**src/rtl/hilo_muldiv_pkg.sv**
```systemverilog
// hilo_muldiv_pkg: shared definitions for the HI/LO multiply/divide unit.
//   - ALU_CONTROL_* codes for the six HI/LO operations and the code width.
//     These mirror the decoder's shared head.v definitions.
//   - MULDIV_ST_* 2-bit FSM encoding and the matching state enum.
//   - step_mode_e selecting shift-add or restoring-divide in muldiv_step.
//   - is_hilo_code(): true for any of the six codes this unit acts on.
package hilo_muldiv_pkg;

  localparam int ALU_CONTROL_LENGTH = 5;

  localparam logic [ALU_CONTROL_LENGTH-1:0] ALU_CONTROL_MULTU = 5'd16;
  localparam logic [ALU_CONTROL_LENGTH-1:0] ALU_CONTROL_DIVU  = 5'd17;
  localparam logic [ALU_CONTROL_LENGTH-1:0] ALU_CONTROL_MTHI  = 5'd18;
  localparam logic [ALU_CONTROL_LENGTH-1:0] ALU_CONTROL_MTLO  = 5'd19;
  localparam logic [ALU_CONTROL_LENGTH-1:0] ALU_CONTROL_MFHI  = 5'd20;
  localparam logic [ALU_CONTROL_LENGTH-1:0] ALU_CONTROL_MFLO  = 5'd21;

  localparam logic [1:0] MULDIV_ST_IDLE = 2'd0;
  localparam logic [1:0] MULDIV_ST_MUL  = 2'd1;
  localparam logic [1:0] MULDIV_ST_DIV  = 2'd2;
  localparam logic [1:0] MULDIV_ST_DONE = 2'd3;

  typedef enum logic [1:0] {
    ST_IDLE = MULDIV_ST_IDLE,
    ST_MUL  = MULDIV_ST_MUL,
    ST_DIV  = MULDIV_ST_DIV,
    ST_DONE = MULDIV_ST_DONE
  } muldiv_state_e;

  typedef enum logic {
    STEP_MUL = 1'b0,
    STEP_DIV = 1'b1
  } step_mode_e;

  function automatic logic is_hilo_code(input logic [ALU_CONTROL_LENGTH-1:0] code);
    return code inside {ALU_CONTROL_MULTU, ALU_CONTROL_DIVU, ALU_CONTROL_MTHI,
                        ALU_CONTROL_MTLO, ALU_CONTROL_MFHI, ALU_CONTROL_MFLO};
  endfunction

endpackage

```
**src/rtl/muldiv_step.sv**
```systemverilog
// muldiv_step: one combinational iteration of the iterative multiply/divide.
//   mode_i  : STEP_MUL (shift-add) or STEP_DIV (restoring divide)
//   acc_i   : partial accumulator (product high half / partial remainder)
//   opnd_i  : operand register (multiplier+product low half / dividend+quotient)
//   m_i     : multiplicand or divisor, constant across the operation
//   acc_o, opnd_o : values for the next iteration
// After WIDTH iterations {acc, opnd} holds {product_hi, product_lo} for a
// multiply, or {remainder, quotient} for a divide.
module muldiv_step
  import hilo_muldiv_pkg::*;
#(
  parameter int WIDTH = 32
) (
  input  step_mode_e       mode_i,
  input  logic [WIDTH-1:0] acc_i,
  input  logic [WIDTH-1:0] opnd_i,
  input  logic [WIDTH-1:0] m_i,
  output logic [WIDTH-1:0] acc_o,
  output logic [WIDTH-1:0] opnd_o
);

  logic [WIDTH:0] sum;      // accumulator plus conditional multiplicand, with carry
  logic [WIDTH:0] shifted;  // remainder shifted left with the next dividend bit
  logic [WIDTH:0] diff;     // trial subtraction; MSB set means it went negative

  assign sum     = {1'b0, acc_i} + (opnd_i[0] ? {1'b0, m_i} : '0);
  assign shifted = {acc_i, opnd_i[WIDTH-1]};
  assign diff    = shifted - {1'b0, m_i};

  always_comb begin
    // NOTE: both outputs get a default before any branch so no latch is inferred.
    acc_o  = acc_i;
    opnd_o = opnd_i;
    if (mode_i == STEP_MUL) begin
      // The carry shifts into the accumulator; the accumulator LSB moves into
      // the vacated top of the multiplier register.
      acc_o  = sum[WIDTH:1];
      opnd_o = {sum[0], opnd_i[WIDTH-1:1]};
    end else begin
      // A zero divisor always "fits", giving an all-ones quotient and the
      // dividend as the remainder.
      if (!diff[WIDTH]) begin
        acc_o  = diff[WIDTH-1:0];
        opnd_o = {opnd_i[WIDTH-2:0], 1'b1};
      end else begin
        acc_o  = shifted[WIDTH-1:0];
        opnd_o = {opnd_i[WIDTH-2:0], 1'b0};
      end
    end
  end

endmodule

```
**src/rtl/hilo_muldiv.sv**
```systemverilog
// hilo_muldiv: multi-cycle unsigned MULTU/DIVU unit with the HI/LO pair,
// plus single-cycle MTHI/MTLO/MFHI/MFLO.
//   clk, rst_n    : clock, synchronous active-low reset
//   req           : EX holds a valid instruction
//   alu_control   : decoded operation code
//   src_a, src_b  : rs / rt operand values
//   stall         : HI/LO request while busy; EX must hold and re-present
//   busy          : iterative operation in flight
//   done          : one-cycle pulse when a MULTU/DIVU result is in HI/LO
//   hilo_rdata    : HI for MFHI, otherwise LO
//   hi, lo        : architectural HI/LO values
module hilo_muldiv
  import hilo_muldiv_pkg::*;
#(
  parameter int WIDTH = 32
) (
  input  logic                          clk,
  input  logic                          rst_n,
  input  logic                          req,
  input  logic [ALU_CONTROL_LENGTH-1:0] alu_control,
  input  logic [WIDTH-1:0]              src_a,
  input  logic [WIDTH-1:0]              src_b,
  output logic                          stall,
  output logic                          busy,
  output logic                          done,
  output logic [WIDTH-1:0]              hilo_rdata,
  output logic [WIDTH-1:0]              hi,
  output logic [WIDTH-1:0]              lo
);

  localparam int CNT_W = $clog2(WIDTH);
  localparam logic [CNT_W-1:0] LAST_ITER = CNT_W'(WIDTH - 1);

  muldiv_state_e    state_q;
  logic [CNT_W-1:0] cnt_q;
  logic [WIDTH-1:0] acc_q, opnd_q, m_q;
  logic [WIDTH-1:0] acc_d, opnd_d;
  logic [WIDTH-1:0] hi_q, lo_q;
  logic             busy_q, done_q;

  logic       hilo_op;
  logic       accept;
  step_mode_e step_mode;

  assign hilo_op   = req && is_hilo_code(alu_control);
  assign stall     = hilo_op && busy_q;
  assign accept    = hilo_op && !busy_q;
  assign step_mode = (state_q == ST_DIV) ? STEP_DIV : STEP_MUL;

  muldiv_step #(.WIDTH(WIDTH)) u_step (
    .mode_i (step_mode),
    .acc_i  (acc_q),
    .opnd_i (opnd_q),
    .m_i    (m_q),
    .acc_o  (acc_d),
    .opnd_o (opnd_d)
  );

  // NOTE: acc/opnd/m are pure datapath, always reloaded on acceptance, so they
  // carry no reset; only the architectural and control state is reset.
  always_ff @(posedge clk) begin
    if (!rst_n) begin
      state_q <= ST_IDLE;
      cnt_q   <= '0;
      hi_q    <= '0;
      lo_q    <= '0;
      busy_q  <= 1'b0;
      done_q  <= 1'b0;
    end else begin
      // NOTE: sequential state uses non-blocking assignments only.
      done_q <= 1'b0;
      case (state_q)
        ST_MUL, ST_DIV: begin
          acc_q  <= acc_d;
          opnd_q <= opnd_d;
          cnt_q  <= cnt_q + CNT_W'(1);
          if (cnt_q == LAST_ITER) begin
            // Both modes leave {hi, lo} in {acc, opnd} after the last step.
            hi_q    <= acc_d;
            lo_q    <= opnd_d;
            state_q <= ST_DONE;
            busy_q  <= 1'b0;
            done_q  <= 1'b1;
          end
        end
        default: begin  // IDLE and DONE accept requests identically
          state_q <= ST_IDLE;
          if (accept) begin
            case (alu_control)
              ALU_CONTROL_MULTU: begin
                acc_q   <= '0;
                opnd_q  <= src_b;
                m_q     <= src_a;
                cnt_q   <= '0;
                busy_q  <= 1'b1;
                state_q <= ST_MUL;
              end
              ALU_CONTROL_DIVU: begin
                acc_q   <= '0;
                opnd_q  <= src_a;
                m_q     <= src_b;
                cnt_q   <= '0;
                busy_q  <= 1'b1;
                state_q <= ST_DIV;
              end
              ALU_CONTROL_MTHI: hi_q <= src_a;
              ALU_CONTROL_MTLO: lo_q <= src_a;
              default: ;  // MFHI/MFLO only read
            endcase
          end
        end
      endcase
    end
  end

  always_comb begin
    hilo_rdata = lo_q;
    if (req && alu_control == ALU_CONTROL_MFHI) hilo_rdata = hi_q;
  end

  assign busy = busy_q;
  assign done = done_q;
  assign hi   = hi_q;
  assign lo   = lo_q;

endmodule

```
**config.mk**
```make
export PLATFORM = sky130hd
export DESIGN_NAME = hilo_muldiv
export DESIGN_NICKNAME = d
export VERILOG_FILES = /design/src/rtl/hilo_muldiv_pkg.sv /design/src/rtl/muldiv_step.sv /design/src/rtl/hilo_muldiv.sv
export SDC_FILE = /design/constraint.sdc
export NUM_CORES = 1
export LEC_CHECK = 0
export BUFFER_PORTS_ARGS = -buffer_cell sky130_fd_sc_hd__buf_2
export CORE_ASPECT_RATIO = 1.2
export CORE_MARGIN = 4
export CORE_UTILIZATION = 40
export DETAILED_ROUTE_END_ITERATION = 10
export PLACE_DENSITY = 0.59
export SLEW_MARGIN = 20
export SYNTH_ARGS = -nofsm -noshare
export SYNTH_HDL_FRONTEND = slang
export SYNTH_HIERARCHICAL = 1
export SYNTH_SLANG_ARGS = --single-unit
export TNS_END_PERCENT = 50
```
**constraint.sdc**
```tcl
create_clock -name clk -period 15.9 [get_ports clk]
set_clock_uncertainty 0.1 [all_clocks]
set_input_delay 0.795 -clock clk [delete_from_list [all_inputs] [get_ports clk]]
set_output_delay 0.795 -clock clk [all_outputs]
set_load 0.005 [all_outputs]
```
==> results of run 1 <==
==> layer usage <==
layer / wire length, um / track usage, % / vias up
met4: 804 / 5.93 / 6
met5: 35 / 0 / -
met1: 19300 / 31.7 / 5651
li1: - / - / 5596
met2: 18500 / 35.5 / 415
met3: 2490 / 3.88 / 62
==> flip-flops by register name, summed over array words and instances (netlist names) <==
name / count
busy: 1
state_q: 2
lo: 32
acc_q: 32
opnd_q: 32
hi: 32
cnt_q: 5
done: 1
m_q: 32
==> layout by cell type (no fill, tap or decap), types with 45 or more instances in the layout <==
cell      netlist  routed
a211oi_1      126     126
inv_1          49      49
mux2_1         62      62
buf_2          40     170
o21ai_0        45      45
nand2b_1       48      48
nor2_1         67      67
ha_1           67      66
edfxtp_1       96      96
nand2_1       114     114
dfxtp_1        73      73
a21oi_1       106     105
==> power breakdown <==
part / leakage [nW] / switching, mW / internal (mW) / total [mW]
registers: 1.47 / 0.0551 / 0.574 / 0.629
clock network: 0.297 / 0.178 / 0.238 / 0.416
logic: 4.12 / 0.798 / 0.497 / 1.29
total: 5.88 / 1.03 / 1.31 / 2.34
==> through the flow <==
stage / setup WS (ns) / util, % / power, mW / area, um2 / std cells
2_1_floorplan: 10.55 / - / 1.60 / 13000 / 1443
6_report: 11.51 / 45.5 / 2.34 / 14600 / 1959
3_5_place_dp: 11.58 / 43.7 / 1.90 / 14000 / 1927
4_1_cts: 11.55 / 45.5 / 2.33 / 14600 / 1959
3_3_place_gp: 11.60 / 43.7 / 1.91 / 14000 / 1927
5_1_grt: 11.18 / 45.5 / 2.50 / 14600 / 1959
==> final timing paths <==
path | endpoint | slack, ns | cells after the start
max | hi[29] | 11.51 | 15
min | cnt_q[3] | 0.43 | 2
max reg2reg | hi[29] | 11.51 | 15
min reg2reg | cnt_q[3] | 0.43 | 2
==> cells in the mapped netlist (5+ instances only) <==
master	n
o21ai_0	45
mux2_1	62
o21a_1	8
a21oi_1	106
a211oi_2	11
ha_1	67
mux2_2	34
a311oi_1	7
a211oi_1	126
buf_2	40
nor2_1	67
buf_6	5
and3_1	6
xnor2_1	35
inv_1	49
o21bai_1	5
o31ai_1	6
and2_1	39
nand4_1	41
dfxtp_1	73
edfxtp_1	96
and4_1	5
nand3_1	17
buf_1	6
o211ai_1	41
clkbuf_1	54
a31oi_1	24
nor3_1	12
a21boi_0	33
nand2_1	114
nand2b_1	48
nor2b_1	43
a21o_1	29
xor2_1	22
mux2i_1	6
==> area by class of cell <==
type,instances,area (um2),share of cell area (%)
multi-input cells,1115,8040,54.9
clock buffers,22,495,3.39
well taps,407,509,3.48
inverters,50,188,1.28
repair buffers,186,971,6.64
flip-flops and latches,169,4340,29.7
clock inverters,10,87.6,0.599
==> critical path, stage by stage, from the launching register on <==
cell and delay [ns]:
edfxtp_1 0.79, and2_1 0.31, ha_1 0.22, fa_1 0.44, a21oi_1 0.23, o211ai_1 0.12
a32oi_1 0.33, nand2_1 0.17, o22ai_1 0.30, o21ai_0 0.24, a41oi_1 0.30, xor2_1 0.10
o22ai_1 0.14, nor2b_1 0.20, a21oi_1 0.06, a211oi_1 0.25
==> kinds of logic (layout without fill, tap and decap cells) <==
logic type	count (synthesis)	after routing	synth area share (%)
simple gates	411	411	16.5
fa+ha+maj	69	69	6.74
flops	169	169	33.3
mux	102	102	8.76
buf+inv	159	268	5.33
compound gates	476	476	25.5
xor+xnor	57	57	3.83
==> flow_metrics.tcl, run 1 <==
set metrics [dict create \
    worstSetupStartpointType "flop" \
    worst_pin_slew_ns 1.06 \
    ys_top_cells_by_area "edfxtp_1, dfxtp_1, a211oi_1" \
    syn_inst 1443 \
    vias 11700 \
    grt_pass1_vias 11200 \
    io_buffers 170 \
    clk_pin_slew_ns 0.07 \
    hold_viol 0 \
    syn_to_final_growth_pct 12.3 \
    num_rows 72 \
    drv_slew 0 \
    leakagePower_nw 5.88 \
    seq_area_frac_synth_pct 33.3 \
    setup_viol 0 \
    syn_area_mm2 0.0130 \
    startpoint "opnd_q[0]" \
    synth_top_cell_by_area "edfxtp_1" \
    fp.coreArea_mm2 0.0322 \
    ys.flop_type "edfxtp_1" \
    first_pass_iters 5 \
    syn-num-nets 1584 \
    drive_above_1_share_pct 18.4 \
    critical_path_class "flop to flop" \
    grt_remaining_overflow 0 \
    ir_worst_vdd_mv 0.206 \
    drt-vias-per-instance 5.99 \
    cp.arrival_ns 4.63 \
    fillers 3031 \
    synth_top_cell_area_share_pct 22.1 \
    fin_crit_ns 4.39 \
    crit_required_ns 16.14 \
    timing.rr.start "opnd_q[0]" \
    grt_pass1_wl_um 64100 \
    ys_types 77 \
    rsz0062_at_grt "false" \
    hp-start "cnt_q[3]" \
    routedWlPerCell_um 21.0 \
    cts_made_buffers 17 \
    drtIter0Drc 1023 \
    io_pins 171 \
    fin_hold_ws_ns 0.435 \
    cts_tree "done" \
    die_h_um 206 \
    antenna_found_initial 3 \
    power.density_mw_per_mm2 160 \
    diodes 0 \
    drc 0 \
    setup_tns_ns 0 \
    cts_resized 0 \
    synth_seq_cells 169 \
    ys_warn_count 6 \
    slew_headroom_pct 29.3 \
    cts_sinks 169 \
    ctsHoldBuffers 0 \
    cts_buffer_depth 2 \
    fp.dieW_um 173 \
    fin_crit_sh_pct 27.6 \
    dieArea_mm2 0.0355 \
    maxCapViolCount 0 \
    clock_latency_ns 0.43 \
    grt_usage_pct 22.4 \
    clockRootBuffer "clkbuf_16" \
    start_util_pct 40.5 \
    cp-end-kind "flop" \
    gp_congestion 0.919 \
    h-tree-depth 4 \
    critPathMaxFanout 33 \
    hold_class "flop to flop" \
    ant_nets 0 \
    grt_max_degree 104 \
    fmaxAchievable_mhz 228 \
    async_flop_share_pct 0 \
    status "complete, no violations" \
    synth-edff-count 96 \
    avgSynthCellArea_um2 9.03 \
    post_cts_buffers 0 \
    dp_hpwl_um 29400 \
    nNetsFinal 1680 \
    drt_wl_total_um 41200 \
]
(Power assumes the default switching activity.)
==> inputs of run 2 (changes only) <==
Settings changed: ABC_AREA set to 1, PLACE_DENSITY 0.59 to 0.58.
Clock period 15.9 ns to 4.5 ns, I/O delays scaled along.
==> flow_metrics.tcl, run 2 <==
set metrics [dict create \
    status "complete, no violations" \
    cp.arrival_ns 3.85 \
    drt-vias-per-instance 5.23 \
    final_common_cell "nand2_1" \
    io_buffers 170 \
    reg2reg_depth 18 \
    rsz0062_at_grt "false" \
    fp.dieW_um 184 \
    critPathMaxFanout 17 \
    setup_tns_ns 0 \
    ctsHoldBuffers 6 \
    drc 0 \
    grt_remaining_overflow 0 \
    setup_viol 0 \
    crit_required_ns 4.73 \
    drv_slew 0 \
    io_pins 171 \
    worstSetupStartpointType "flop" \
    drtIter0Drc 1138 \
    ir_worst_vdd_mv 0.246 \
    start_util_pct 40.5 \
    dpl_cell_area_mm2 0.0159 \
    ys_top_cells_by_area "edfxtp_1, nand2_1, dfxtp_1" \
    cts_buffer_depth 2 \
    vias 15300 \
    worst_r2r_endpoint "hi[28]" \
    cts_sinks 169 \
    cts_made_buffers 17 \
    syn-num-nets 2456 \
    async_flop_share_pct 0 \
    slew_headroom_pct 27.0 \
    cp.buffers_inverters 2 \
    synth-edff-count 96 \
    worst_pin_slew_ns 1.09 \
    post_cts_buffers 0 \
    syn_area_mm2 0.0149 \
    slowest_delay_ns 0.64 \
    cp_top_family "simple AND/OR/NAND/NOR gates" \
    power_mw 3.34 \
    fin_crit_sh_pct 80.6 \
    seq_area_frac_synth_pct 29.1 \
    antenna_found_initial 4 \
    fin_hold_ws_ns 0.0361 \
    cts_resized 0 \
    synth_top_cell_area_share_pct 19.3 \
    routedWlPerCell_um 17.7 \
    synth.most_common_cell "nand2_1" \
    dp.cells 2879 \
    cp-end-kind "flop" \
    utilization_pct 45.0 \
    fillers 3913 \
    grt_pass1_vias 14400 \
    pre_cts_slack_ns 0.943 \
    syn_to_final_growth_pct 11.0 \
    maxCapViolCount 0 \
    grt_usage_pct 25.3 \
    yosys-top-cells-count "nand2_1, inv_1, nor2_1, nand3_1, a21oi_1" \
    first_pass_iters 6 \
    dp_hpwl_um 40700 \
    r2r_slack_ns 0.87 \
    fmaxAchievable_mhz 276 \
    ys_types 47 \
    dieArea_mm2 0.0405 \
    hp-start "src_a[27]" \
    ant_nets 0 \
    clock_latency_ns 0.44 \
    grt_pass1_wl_um 80600 \
    num_rows 77 \
    timing.rr.start "opnd_q[0]" \
    hold_viol 0 \
    path_cells "nand2_1, inv_1, ha_1, nand2_1, o21ai_0, a21oi_1, o21ai_0, nand2_1, nand2_1, nand2_1, nand3_1, nand2_1, inv_1, nor2_1, nor2_1, nand4_1, nand2_1, nor2_2" \
    diodes 0 \
    hold_end "m_q[27]" \
    h-tree-depth 4 \
    nNetsFinal 2571 \
    clk_pin_slew_ns 0.07 \
    holdPathStages 3 \
    setup_ws_ns 0.874 \
    layout_common_cells "nand2_1, inv_1, nor2_1, buf_2, nand3_1" \
    critical_path_class "flop to flop" \
    clockRootBuffer "clkbuf_16" \
    fin_crit_ns 3.63 \
    grt_max_degree 69 \
    final_area_mm2 0.0166 \
    ys.flop_type "edfxtp_1" \
    ys_warn_count 6 \
    die_h_um 220 \
    slowest_stage "edfxtp_1" \
    gp_congestion 1.01 \
    instances_no_fill 2917 \
    crit_path_frequent_cell "nand2_1" \
    drt_wl_total_um 51700 \
    syn_inst 2315 \
    cts_tree "done" \
    leakagePower_nw 8.60 \
    avgSynthCellArea_um2 6.44 \
    synth_top_cell_by_area "edfxtp_1" \
    hold_class "input pin to flop" \
    drive_above_1_share_pct 16.6 \
    power.density_mw_per_mm2 202 \
    fp.coreArea_mm2 0.0368 \
    synth_seq_cells 169 \
]
==> run 2: cell types whose count changed after synthesis, sizes merged, moves of 43 or more <==
cell and change:
nand3 +129, a211oi -137, inv +304, nand2 +587, nor2 +225, nand2b -48, o21ai +109, mux2 -64
nor2b -43
==> run 2: layer usage <==
layer,wire length [um],track usage [%],up-vias
met5,48,0,-
li1,-,-,7655
met1,23400,35.1,7003
met3,3090,3.40,77
met4,1500,7.89,8
met2,23700,40.9,523
==> run 2: cell type report <==
type | count | area (um2) | share of cell area (%)
Multi-Input combinational cell | 1693 | 8680 | 52.4
Inverter | 357 | 1340 | 8.09
Timing Repair Buffer | 192 | 1030 | 6.22
Clock buffer | 18 | 429 | 2.59
Sequential cell | 169 | 4340 | 26.2
Clock inverter | 14 | 149 | 0.899
Tap cell | 474 | 593 | 3.58
==> run 2: logic make-up (layout without fill, tap and decap cells) <==
group,Yosys count,in the layout,share of synthesized area [%]
and+or+nand+nor,1266,1266,38.0
buffers and inverters,453,581,12.9
AOI/OAI and AO/OA,310,310,10.8
DFF,169,169,29.1
adders and majority gates,69,69,5.89
muxes,32,32,2.42
xor gates and xnor gates,16,16,0.939
==> run 2: worst min-delay path: cells and delay by family <==
family          cells  cell delay (ns)
simple gates        1             0.05
buf+inv             1             0.10
compound gates      1             0.07
==> run 2: worst max-delay path by stage <==
stage | startpoint | to | slack, ns | depth (start not counted)
after floorplan | state_q[0] | acc_q[0] | 0.16 | 7
after global placement | opnd_q[0] | hi[28] | 0.89 | 18
after detailed placement | opnd_q[0] | hi[28] | 0.94 | 18
after CTS | opnd_q[0] | hi[28] | 0.92 | 18
after global routing | opnd_q[0] | hi[26] | 0.61 | 19
final | opnd_q[0] | hi[28] | 0.87 | 18
==> run 2: power breakdown <==
group	internal [mW]	switching [mW]
combinational	0.0816	0.153
sequential	1.63	0.00288
clock	0.821	0.653
total	2.53	0.809
==> inputs of run 3 (changes only) <==
Settings changed: ABC_AREA 1 to 0, PLACE_DENSITY 0.58 to 0.61.
Clock period 4.5 ns to 3.3 ns, I/O delays scaled along.
==> flow_metrics.tcl, run 3 (synthesis gave the netlist of run 1 again) <==
set metrics [dict create \
    status "finished, violations left" \
    violations "negative setup slack" \
    leakagePower_nw 7.41 \
    critical_path_class "flop to flop" \
    cts_buffer_depth 2 \
    final_common_cell "buf_4" \
    grt_usage_pct 24.8 \
    layout_common_cells "buf_4, buf_2, nand2_1, a211oi_1, edfxtp_1" \
    drt_wl_total_um 46300 \
    diodes 0 \
    cts_sinks 169 \
    drtIter0Drc 1112 \
    rsz0062_at_grt "true" \
    drt-vias-per-instance 5.83 \
    start_util_pct 40.5 \
    pre_cts_slack_ns -0.472 \
    cp-end-kind "flop" \
    clock_latency_ns 0.44 \
    grt_remaining_overflow 0 \
    cp.arrival_ns 3.60 \
    num_rows 72 \
    cts_made_buffers 17 \
    cts_tree "done" \
    hp-start "src_a[17]" \
    drive_above_1_share_pct 35.4 \
    clk_pin_slew_ns 0.07 \
    routedWlPerCell_um 20.8 \
    die_h_um 206 \
    io_buffers 170 \
    ant_nets 0 \
    dieArea_mm2 0.0355 \
    grt_pass1_wl_um 71100 \
    power_mw 13.8 \
    gp_congestion 0.900 \
    utilization_pct 55.9 \
    drc 0 \
    critPathMaxFanout 3 \
    fp.coreArea_mm2 0.0322 \
    grt_max_degree 127 \
    fillers 2815 \
    ir_worst_vdd_mv 0.784 \
    setup_viol 13 \
    grt_pass1_vias 12600 \
    power.density_mw_per_mm2 768 \
    antenna_found_initial 0 \
    vias 13000 \
    fin_crit_sh_pct 103 \
    h-tree-depth 4 \
    dp_hpwl_um 32100 \
    maxCapViolCount 0 \
    slew_headroom_pct 49.4 \
    hold_viol 0 \
    drv_slew 0 \
    worstSetupStartpointType "flop" \
    worst_pin_slew_ns 0.757 \
    hold_class "input pin to flop" \
    fmaxAchievable_mhz 295 \
    startpoint "opnd_q[0]" \
    setup_tns_ns -0.620 \
    first_pass_iters 5 \
    io_pins 171 \
    clockRootBuffer "clkbuf_16" \
    timing.rr.start "opnd_q[0]" \
    nNetsFinal 1949 \
    seq_area_mm2 0.00434 \
    fp.dieW_um 173 \
    multi_input_area_mm2 0.00901 \
    fin_crit_ns 3.39 \
    syn_to_final_growth_pct 37.9 \
    setup_ws_ns -0.0941 \
    crit_required_ns 3.51 \
]
run 3: cell count changes in the layout (fill, tap and decap cells not counted), moves of 40 or more:
cell,previous run,this run
o211ai_1,1,41
a21oi_1,135,75
nand2_1,659,111
nand4_1,81,41
mux2_1,0,62
nor2_1,201,64
nand2b_1,0,46
buf_4,16,203
nor2_2,89,2
a211oi_1,0,111
inv_1,349,48
nand3_1,144,17
dlygate4sd3_1,6,59
o21ai_0,114,23
run 3: per-layer routing:
metal	vias up	GRT usage, %	share of wire [%]
li1	6120	-	-
met1	6255	33.6	44
met3	109	4.17	6.2
met2	516	40.9	47
met5	-	0	0
met4	0	7.96	3.1
run 3: metrics by stage:
step                cells  cell area (um2)  hold WS, ns
detailed placement   2112            15500        0.379
floorplan            1443            13000        0.266
finish               2228            18000      0.00765
CTS                  2213            17100     0.000679
global placement     2112            15500        0.379
global route         2228            18000       0.0147
run 3: cell type report:
type                            instances  area share [%]
Timing Repair Buffer                  455            18.7
Tap cell                              407            2.84
Inverter                               50            1.04
Sequential cell                       169            24.2
Clock inverter                          7           0.216
Multi-Input combinational cell       1115            50.2
Clock buffer                           25            2.82
run 3: power breakdown:
part	total (mW)	switching, mW	internal, mW
sequential	2.98	0.217	2.76
combinational	8.91	4.82	4.09
clock	1.91	0.850	1.06
total	13.8	5.89	7.91
run 3: worst max-delay path, cell delays in order, from the launching register on:
cell      delay, ns
edfxtp_1       0.44
and2_4         0.20
ha_4           0.16
fa_2           0.37
a21oi_2        0.16
o211ai_1       0.11
a32oi_1        0.17
buf_4          0.15
a31oi_1        0.08
buf_4          0.17
a21oi_4        0.16
buf_6          0.11
xor2_1         0.13
nor2_1         0.06
a31oi_1        0.20
o31ai_2        0.10
nor2b_4        0.17
a21oi_2        0.14
a211oi_2       0.07
run 3: final timing paths:
path / slack [ns] / cells after the start / endpoint
min: 0.008 / 3 / hi[17]
max: -0.09 / 18 / hi[25]
max reg2reg: -0.09 / 18 / hi[25]
min reg2reg: 0.43 / 3 / cnt_q[4]
run 3: timing repair:
item                                   in CTS  in global routing
setup endpoints to repair                  56                 64
resized for setup                          81                146
pin swaps                                  38                 51
hold buffers                               59                  0
gates cloned                                1                  3
endpoints found under the hold margin      39                  0
setup buffers                               9                 13
